==> config.mk <==
export PLATFORM = sky130hd
export DESIGN_NAME = beam_scan_ctrl
export DESIGN_NICKNAME = d
export VERILOG_FILES = /design/src/rtl/beam_scan_ctrl.sv
export SDC_FILE = /design/constraint.sdc
export NUM_CORES = 1
export LEC_CHECK = 0
export BUFFER_PORTS_ARGS = -buffer_cell sky130_fd_sc_hd__buf_2
export CAP_MARGIN = 20
export CORE_AREA = 2 2 224 226
export CTS_CLUSTER_SIZE = 10
export DETAILED_ROUTE_END_ITERATION = 10
export DIE_AREA = 0 0 226 228
export PLACE_DENSITY_LB_ADDON = 0.05
export SYNTH_ARGS = -nofsm -noshare
export SYNTH_HDL_FRONTEND = slang
export SYNTH_SLANG_ARGS = --single-unit
==> constraint.sdc <==
create_clock -name i_clk -period 4.8 [get_ports i_clk]
set_input_delay 0.48 -clock i_clk [delete_from_list [all_inputs] [get_ports i_clk]]
set_output_delay 0.48 -clock i_clk [all_outputs]
set_load 0.02 [all_outputs]
==> src/rtl/beam_scan_ctrl.sv <==
// beam_scan_ctrl: sequences the delay-and-sum power datapath across NUM_DIR
// steering directions per frame. It accumulates power per direction over
// NUM_FRAMES frames, then reports the direction with the highest total power.
//
// Ports:
//   i_clk, i_rst       clock; synchronous active-high reset
//   i_start            one-cycle pulse, begins a scan when idle
//   i_abort            return to idle, no ack/done, results retained
//   i_frame_valid      upstream frame available (held through ack)
//   o_frame_ack        one-cycle pulse, frame consumed
//   o_dir_idx          steering direction presented to the delay unit
//   i_power            17-bit squared beam power
//   o_busy             high outside IDLE
//   o_done             one-cycle pulse at scan completion
//   o_best_dir         winning direction
//   o_best_power       accumulated power of the winning direction
//
// Optional feature: define BEAM_SCAN_SATURATE_EN to clamp accumulators at
// 2^ACC_W-1. When it is not defined, the accumulators wrap modulo 2^ACC_W.
module beam_scan_ctrl #(
   parameter int unsigned NUM_DIR    = 8,
   parameter int unsigned NUM_FRAMES = 64,
   parameter int unsigned SETTLE     = 2,
   parameter int unsigned ACC_W      = 24
) (
   input  logic                       i_clk,
   input  logic                       i_rst,
   input  logic                       i_start,
   input  logic                       i_abort,
   input  logic                       i_frame_valid,
   output logic                       o_frame_ack,
   output logic [$clog2(NUM_DIR)-1:0] o_dir_idx,
   input  logic [16:0]                i_power,
   output logic                       o_busy,
   output logic                       o_done,
   output logic [$clog2(NUM_DIR)-1:0] o_best_dir,
   output logic [ACC_W-1:0]           o_best_power
);

   localparam int unsigned DIR_W = $clog2(NUM_DIR);
   localparam int unsigned FR_W  = $clog2(NUM_FRAMES + 1);
   localparam int unsigned ST_W  = $clog2(SETTLE + 1);

   typedef enum logic [2:0] {
      S_IDLE, S_WAIT, S_STEER, S_ACK, S_CMP, S_DONE
   } state_t;

   state_t            r_state;
   logic [DIR_W-1:0]  r_dir;
   logic [DIR_W-1:0]  r_cmp;
   logic [ST_W-1:0]   r_cnt;
   logic [FR_W-1:0]   r_frames;
   logic [ACC_W-1:0]  r_acc [NUM_DIR];
   logic [DIR_W-1:0]  r_cand_dir;
   logic [ACC_W-1:0]  r_cand_pow;
   logic              r_ack;
   logic              r_busy;
   logic              r_done;
   logic [DIR_W-1:0]  r_best_dir;
   logic [ACC_W-1:0]  r_best_pow;

   logic [ACC_W-1:0]  w_add;
   logic [ACC_W-1:0]  w_cmp_val;
   logic              w_take;

   // Accumulator update for the currently steered direction
`ifdef BEAM_SCAN_SATURATE_EN
   logic [ACC_W:0] w_sum;
   assign w_sum = {1'b0, r_acc[r_dir]} + (ACC_W+1)'(i_power);
   assign w_add = w_sum[ACC_W] ? {ACC_W{1'b1}} : w_sum[ACC_W-1:0];
`else
   assign w_add = r_acc[r_dir] + ACC_W'(i_power);
`endif

   // Index 0 always seeds the candidate; later entries must be strictly greater
   assign w_cmp_val = r_acc[r_cmp];
   assign w_take    = (r_cmp == '0) || (w_cmp_val > r_cand_pow);

   // Scan sequencer
   always_ff @(posedge i_clk) begin
      if (i_rst) begin
         r_state    <= S_IDLE;
         r_dir      <= '0;
         r_cmp      <= '0;
         r_cnt      <= '0;
         r_frames   <= '0;
         r_cand_dir <= '0;
         r_cand_pow <= '0;
         r_ack      <= 1'b0;
         r_busy     <= 1'b0;
         r_done     <= 1'b0;
         r_best_dir <= '0;
         r_best_pow <= '0;
         for (int i = 0; i < int'(NUM_DIR); i++) r_acc[i] <= '0;
      end else if (i_abort) begin
         r_state <= S_IDLE;
         r_dir   <= '0;
         r_ack   <= 1'b0;
         r_busy  <= 1'b0;
         r_done  <= 1'b0;
      end else begin
         r_ack  <= 1'b0;
         r_done <= 1'b0;
         case (r_state)
            S_IDLE: begin
               if (i_start) begin
                  for (int i = 0; i < int'(NUM_DIR); i++) r_acc[i] <= '0;
                  r_frames <= '0;
                  r_dir    <= '0;
                  r_busy   <= 1'b1;
                  r_state  <= S_WAIT;
               end
            end
            S_WAIT: begin
               if (i_frame_valid) begin
                  r_dir   <= '0;
                  r_cnt   <= '0;
                  r_state <= S_STEER;
               end
            end
            S_STEER: begin
               // Power is sampled on the last settle cycle of each direction
               if (r_cnt == ST_W'(SETTLE - 1)) begin
                  r_acc[r_dir] <= w_add;
                  r_cnt        <= '0;
                  if (r_dir == DIR_W'(NUM_DIR - 1)) begin
                     r_dir   <= '0;
                     r_ack   <= 1'b1;
                     r_state <= S_ACK;
                  end else begin
                     r_dir <= r_dir + DIR_W'(1);
                  end
               end else begin
                  r_cnt <= r_cnt + ST_W'(1);
               end
            end
            S_ACK: begin
               r_frames <= r_frames + FR_W'(1);
               if (r_frames == FR_W'(NUM_FRAMES - 1)) begin
                  r_cmp   <= '0;
                  r_state <= S_CMP;
               end else begin
                  r_state <= S_WAIT;
               end
            end
            S_CMP: begin
               if (w_take) begin
                  r_cand_dir <= r_cmp;
                  r_cand_pow <= w_cmp_val;
               end
               // Final entry: publish the winner so it is visible with o_done
               if (r_cmp == DIR_W'(NUM_DIR - 1)) begin
                  r_best_dir <= w_take ? r_cmp : r_cand_dir;
                  r_best_pow <= w_take ? w_cmp_val : r_cand_pow;
                  r_done     <= 1'b1;
                  r_state    <= S_DONE;
               end else begin
                  r_cmp <= r_cmp + DIR_W'(1);
               end
            end
            S_DONE: begin
               r_busy  <= 1'b0;
               r_state <= S_IDLE;
            end
            default: begin
               r_busy  <= 1'b0;
               r_state <= S_IDLE;
            end
         endcase
      end
   end

   assign o_frame_ack  = r_ack;
   assign o_dir_idx    = r_dir;
   assign o_busy       = r_busy;
   assign o_done       = r_done;
   assign o_best_dir   = r_best_dir;
   assign o_best_power = r_best_pow;

endmodule

After elaboration in Yosys (flattened, before gate mapping):

Memories as Yosys holds them, arrays and structs flattened. A register that Yosys moved wholly into a read port is not among the register bits.
Index checks and enable logic that the tools add are counted.

* memories: 1
* register bits after elaboration: 75
* bits in writable memories: 192
* bits in latches: 0
* word-level logic and storage cells: 120
* ROM bits: 0
* input port bits: 22

* muxes and demuxes: 53
* add/sub/neg operators: 5
* reductions and logical operators: 20
* bitwise logic cells: 13
* divide/modulo/power cells: 0
* order comparisons: 1
* $mul: 0
* shift-type cells: 0
* eq/ne operators: 15

Memory list
* r_acc: words 8, bits a word 24, read ports 2, clocked after Yosys merged registers in 2, write ports 8, RTL line 53 `logic [ACC_W-1:0] r_acc [NUM_DIR];`

Operators by type and width (number)
* 24-bit 2-to-1 mux: 10
* 3-bit 2-to-1 mux: 18
* 24-bit by 17-bit adder with 24-bit output: 1
* 24-bit greater-than comparator: 1
* 24-bit OR reduction: 1
* 1-bit 2-to-1 mux: 16
* 3-bit one-hot mux with 5 select lines: 1
* 2-bit inequality test (second input constant): 7
* 7-bit one-hot mux with 2 select lines: 1
* 3-bit equality test (second input constant): 3
* 3-bit one-hot mux with 3 select lines: 1
* 3-bit AND reduction: 3
* 1-bit OR: 8
* 4-bit AND reduction: 2
* 4-bit OR reduction: 2
* 7-bit by 1-bit adder with 7-bit output (second input constant): 1
* 7-bit by 6-bit equality test with 1-bit output (second input constant): 1
* 7-bit 2-to-1 mux: 1
* 3-bit by 1-bit adder with 3-bit output (second input constant): 2
* 3-bit by 2-bit equality test with 1-bit output (second input constant): 2
* 3-bit zero test: 2
* 3-bit one-hot mux with 2 select lines: 1
* 2-bit nonzero test: 3
* 1-bit inverter: 5
* 12 further kinds: 14

Logic depth before layout (Yosys ltp):

* word-level depth: 8
* mapped depth: 15

Least setup slack after synthesis:

OpenSTA, ideal clock, no wires.

* path kind: register -> register
* start point: register with a tool-made name
* end point: memory r_acc[0][12], data pin
* slack: 0.547 ns
* arrival: 3.987 ns
* clock period less this slack: 4.253 ns
* data required time: 4.534 ns
* cell stages (with the launch flop): 15
* path buffers: 3
* cell sequence: dfxtp_1 -> buf_6 -> buf_8 -> buf_2 -> mux4_2 -> mux2_2 -> ha_1 -> fa_1 -> a211o_1 -> a21oi_2 -> a21oi_2 -> or4b_4 -> a41oi_2 -> xor2_2 -> nor2_1

RTL lines (RTL line)
* end: declaration: 53

==> impl_metrics.csv <==
group,metric,value,unit
timing,setup_tns,0,ps
yosys,ys_top_cells_by_area,"edfxtp_1 40%, mux4_2 15%, dfxtp_1 11%",
setup_path,cp_top_family,"simple AND/OR/NAND/NOR gates",
setup_path,path_cells,"buf_4 -> mux4_2 -> mux2_2 -> ha_1 -> nand4_1 -> nor4_1 -> buf_4 -> o311ai_1 -> a21o_1 -> and2_2 -> buf_4 -> mux2i_1 -> a211oi_1",
power,ir_drop,0.000184,V
setup_path,critical_path_buf_inv_count,3,
yosys,synth_edf_count,192,
timing,setup_viol,0,
yosys,syn-num-nets,1272,
routing,wl,46200,um
yosys,synthesis.instances,1202,
timing,skew,19.8,ps
power,pwr_density_cell,343,nW/um2
routing,final_antenna_net_count,0,
place,place_hpwl,30200,um
grt,grt_pass1_wl,68800,um
timing,hold_viol,0,
clocking,clk_path_buf_depth,3,
power,total_power,5.82,mW
routing,dr.pass1.iters,5,
floorplanning,core-area,49300,um2
yosys,synth-async-reset-ratio,0,%
setup_path,cp_max_fo,26,
job,drv_cap,0,
timing,fin_crit_sh,92.1,%
yosys,synth_top_area_share,39.7,%
clocking,cts_resized,0,
clocking,cts_buffers,37,
finish,layout.nets,1349,
floorplanning,die_w,226,um
hold_path,min-delay-start,"i_frame_valid",
setup_path,worstPathRequired,5260,ps
setup_path,path_class,"register to register",
routing,drt_iter0_drc,528,
grt,overflow,0,
floorplanning,io_pins,55,
timing,slew_headroom,39.0,%
timing,hold_ws,342,ps
clocking,hold_buffers,0,
grt,grt_max_degree,42,
yosys,ys.flop_type,"edfxtp_1",
timing,drv_slew,0,
floorplanning,dieArea,51500,um2
timing,layout_min_cycle_time,4420,ps
yosys,synth-seq-cells,273,
setup_path,cp-start-kind,"register",
grt,track_usage,18.3,%
clocking,cts.reportedPaths.clkPinSlew,50,ps
routing,vias,9982,
clocking,cts_root_buffer,"clkbuf_16",
yosys,ys_types,78,
setup_path,cp.arrival,4880,ps
hold_path,min_to,"r_state[1]$_SDFFE_PP0P_",
floorplanning,die_height,228,um
setup_path,crit_top_cell,"buf_4",
setup_path,reg2reg_depth,13,
routing,vias_per_cell,5.05,
yosys,syn_area,14500,um2
clocking,clk_latency,550,ps
yosys,synth_area_leader_cell,"edfxtp_1",
place,gp_congestion,0.762,
yosys,synth.most_common_cell,"nor2_1",
clocking,post_cts_buffers,0,
timing,max_clock_freq,226,MHz
setup_path,cp_slowest_cell,"dfxtp_4",
yosys,seq_area_frac_synth,50.9,%
outcome,outcome,"finished clean",
yosys,ys_warn_count,0,
place,portBuffers,54,
setup_path,critPathMaxStageDelay,560,ps
hold_path,worstHoldPathType,"input pin to register",
power,leakagePower,5.96,nW
setup_path,reg2reg_slack,380,ps
setup_path,timing.rr.end,"o_best_dir[0]$_SDFFE_PP0P_",
finish,num_antenna_cells,0,
routing,wire_per_inst,23.4,um
finish,syn_to_final_growth,16.7,%
setup_path,end_kind,"register",
clocking,h-tree-depth,2,
clocking,tritoncts,"done",
place,post-place-cells,1912,
grt,antenna_found_initial,0,
yosys,synth.avg_cell_area,12.1,um2
hold_path,holdPathStages,4,
finish,final_cells,1976,
yosys,netlist_top_cells_count,"213 x nor2_1, 192 x edfxtp_1, 94 x mux4_2, 92 x nand2_1, 81 x dfxtp_1",
timing,tightest_slew,908,ps
clocking,numClockSinks,273,
finish,drive_above_1_share,24.6,%
timing,rsz0062_at_grt,"no",
routing,drc,0,
grt,grt_pass1_vias,10165,
floorplanning,num_rows,82,
floorplanning,initial_core_util,29.4,%
[state kept, by name, summed over array words and instances (netlist names), named ones only]
| name | count |
|---|---|
| o_frame_ack | 1 |
| o_busy | 1 |
| o_done | 1 |
| r_cmp | 3 |
| o_dir_idx | 3 |
| r_acc | 192 |
| r_cand_pow | 24 |
| o_best_power | 24 |
| r_cand_dir | 3 |
| r_state | 3 |
| o_best_dir | 3 |
| r_cnt | 2 |
| r_frames | 7 |
[tightest hold or removal path, stage by stage]
cell and delay (ps):
buf_2 100, nand3b_1 70, and2_1 140, nor3_1 40
[area by class of cell]
cell class                 instances  area, um2
fill                            4910      32400
timing repair buffer             111        773
multi-input combinational        818       6650
sequential                       273       7400
clock buffer                      56       1070
clock inverter                     8       68.8
inverter                          38        143
tap                              672        841
[cell usage in the layout, fill, tap and decap left out, drive strengths merged, types with 13 or more instances in the layout]
master,n
ha,47
inv,39
dfxtp,81
mux2i,31
edfxtp,192
mux4,96
mux2,43
o21ai,68
nor3,13
nor2,214
clkbuf,56
nand2,92
a21oi,58
buf,111
[logic make-up (layout without fill, tap and decap cells)]
kind of cell / after synthesis / count (layout) / share of synthesized area, %
simple gates: 391 / 391 / 11.7
flops: 273 / 273 / 50.9
compound gates: 187 / 187 / 8.00
fa+ha+maj: 48 / 48 / 4.19
buf+inv: 111 / 213 / 3.36
xor+xnor: 22 / 22 / 1.53
mux: 170 / 170 / 20.4
[power breakdown]
group / internal, mW / switching (mW)
Sequential: 2.61 / 0.0451
Clock: 1.58 / 1.06
Combinational: 0.190 / 0.328
[worst max path at each step]
stage                   from                            to  slack [ps]  depth (start not counted)
detailed placement  register  o_best_power[4]$_SDFFE_PP0P_         270                         13
global placement    register  o_best_power[4]$_SDFFE_PP0P_         250                         13
finish              register    o_best_dir[0]$_SDFFE_PP0P_         380                         13
global route        register  o_best_power[4]$_SDFFE_PP0P_         110                         12
floorplan           register    r_acc[0][12]$_SDFFCE_PN0P_         550                         14
CTS                 register  o_best_power[4]$_SDFFE_PP0P_         250                         13
[stage by stage]
stage | utilization (%) | area (um2) | setup slack (ps)
after floorplan | - | 14500 | 547
after detailed placement | 32.0 | 15800 | 272
final | 34.3 | 16900 | 381
after CTS | 34.3 | 16900 | 253
after global routing | 34.3 | 16900 | 113
after global placement | 32.0 | 15800 | 245
[metal layers]
metal  track usage (%)  vias up  share of wire [%]  wire, um
met3              2.91       63                4.1      1900
met2              31.1      193                 49     22700
met5                 0        -                  0         0
li1                  -     4661                  -         -
met4              4.57        0                2.0       941
met1              24.2     5065                 45     20600
(Power assumes the default switching activity.)
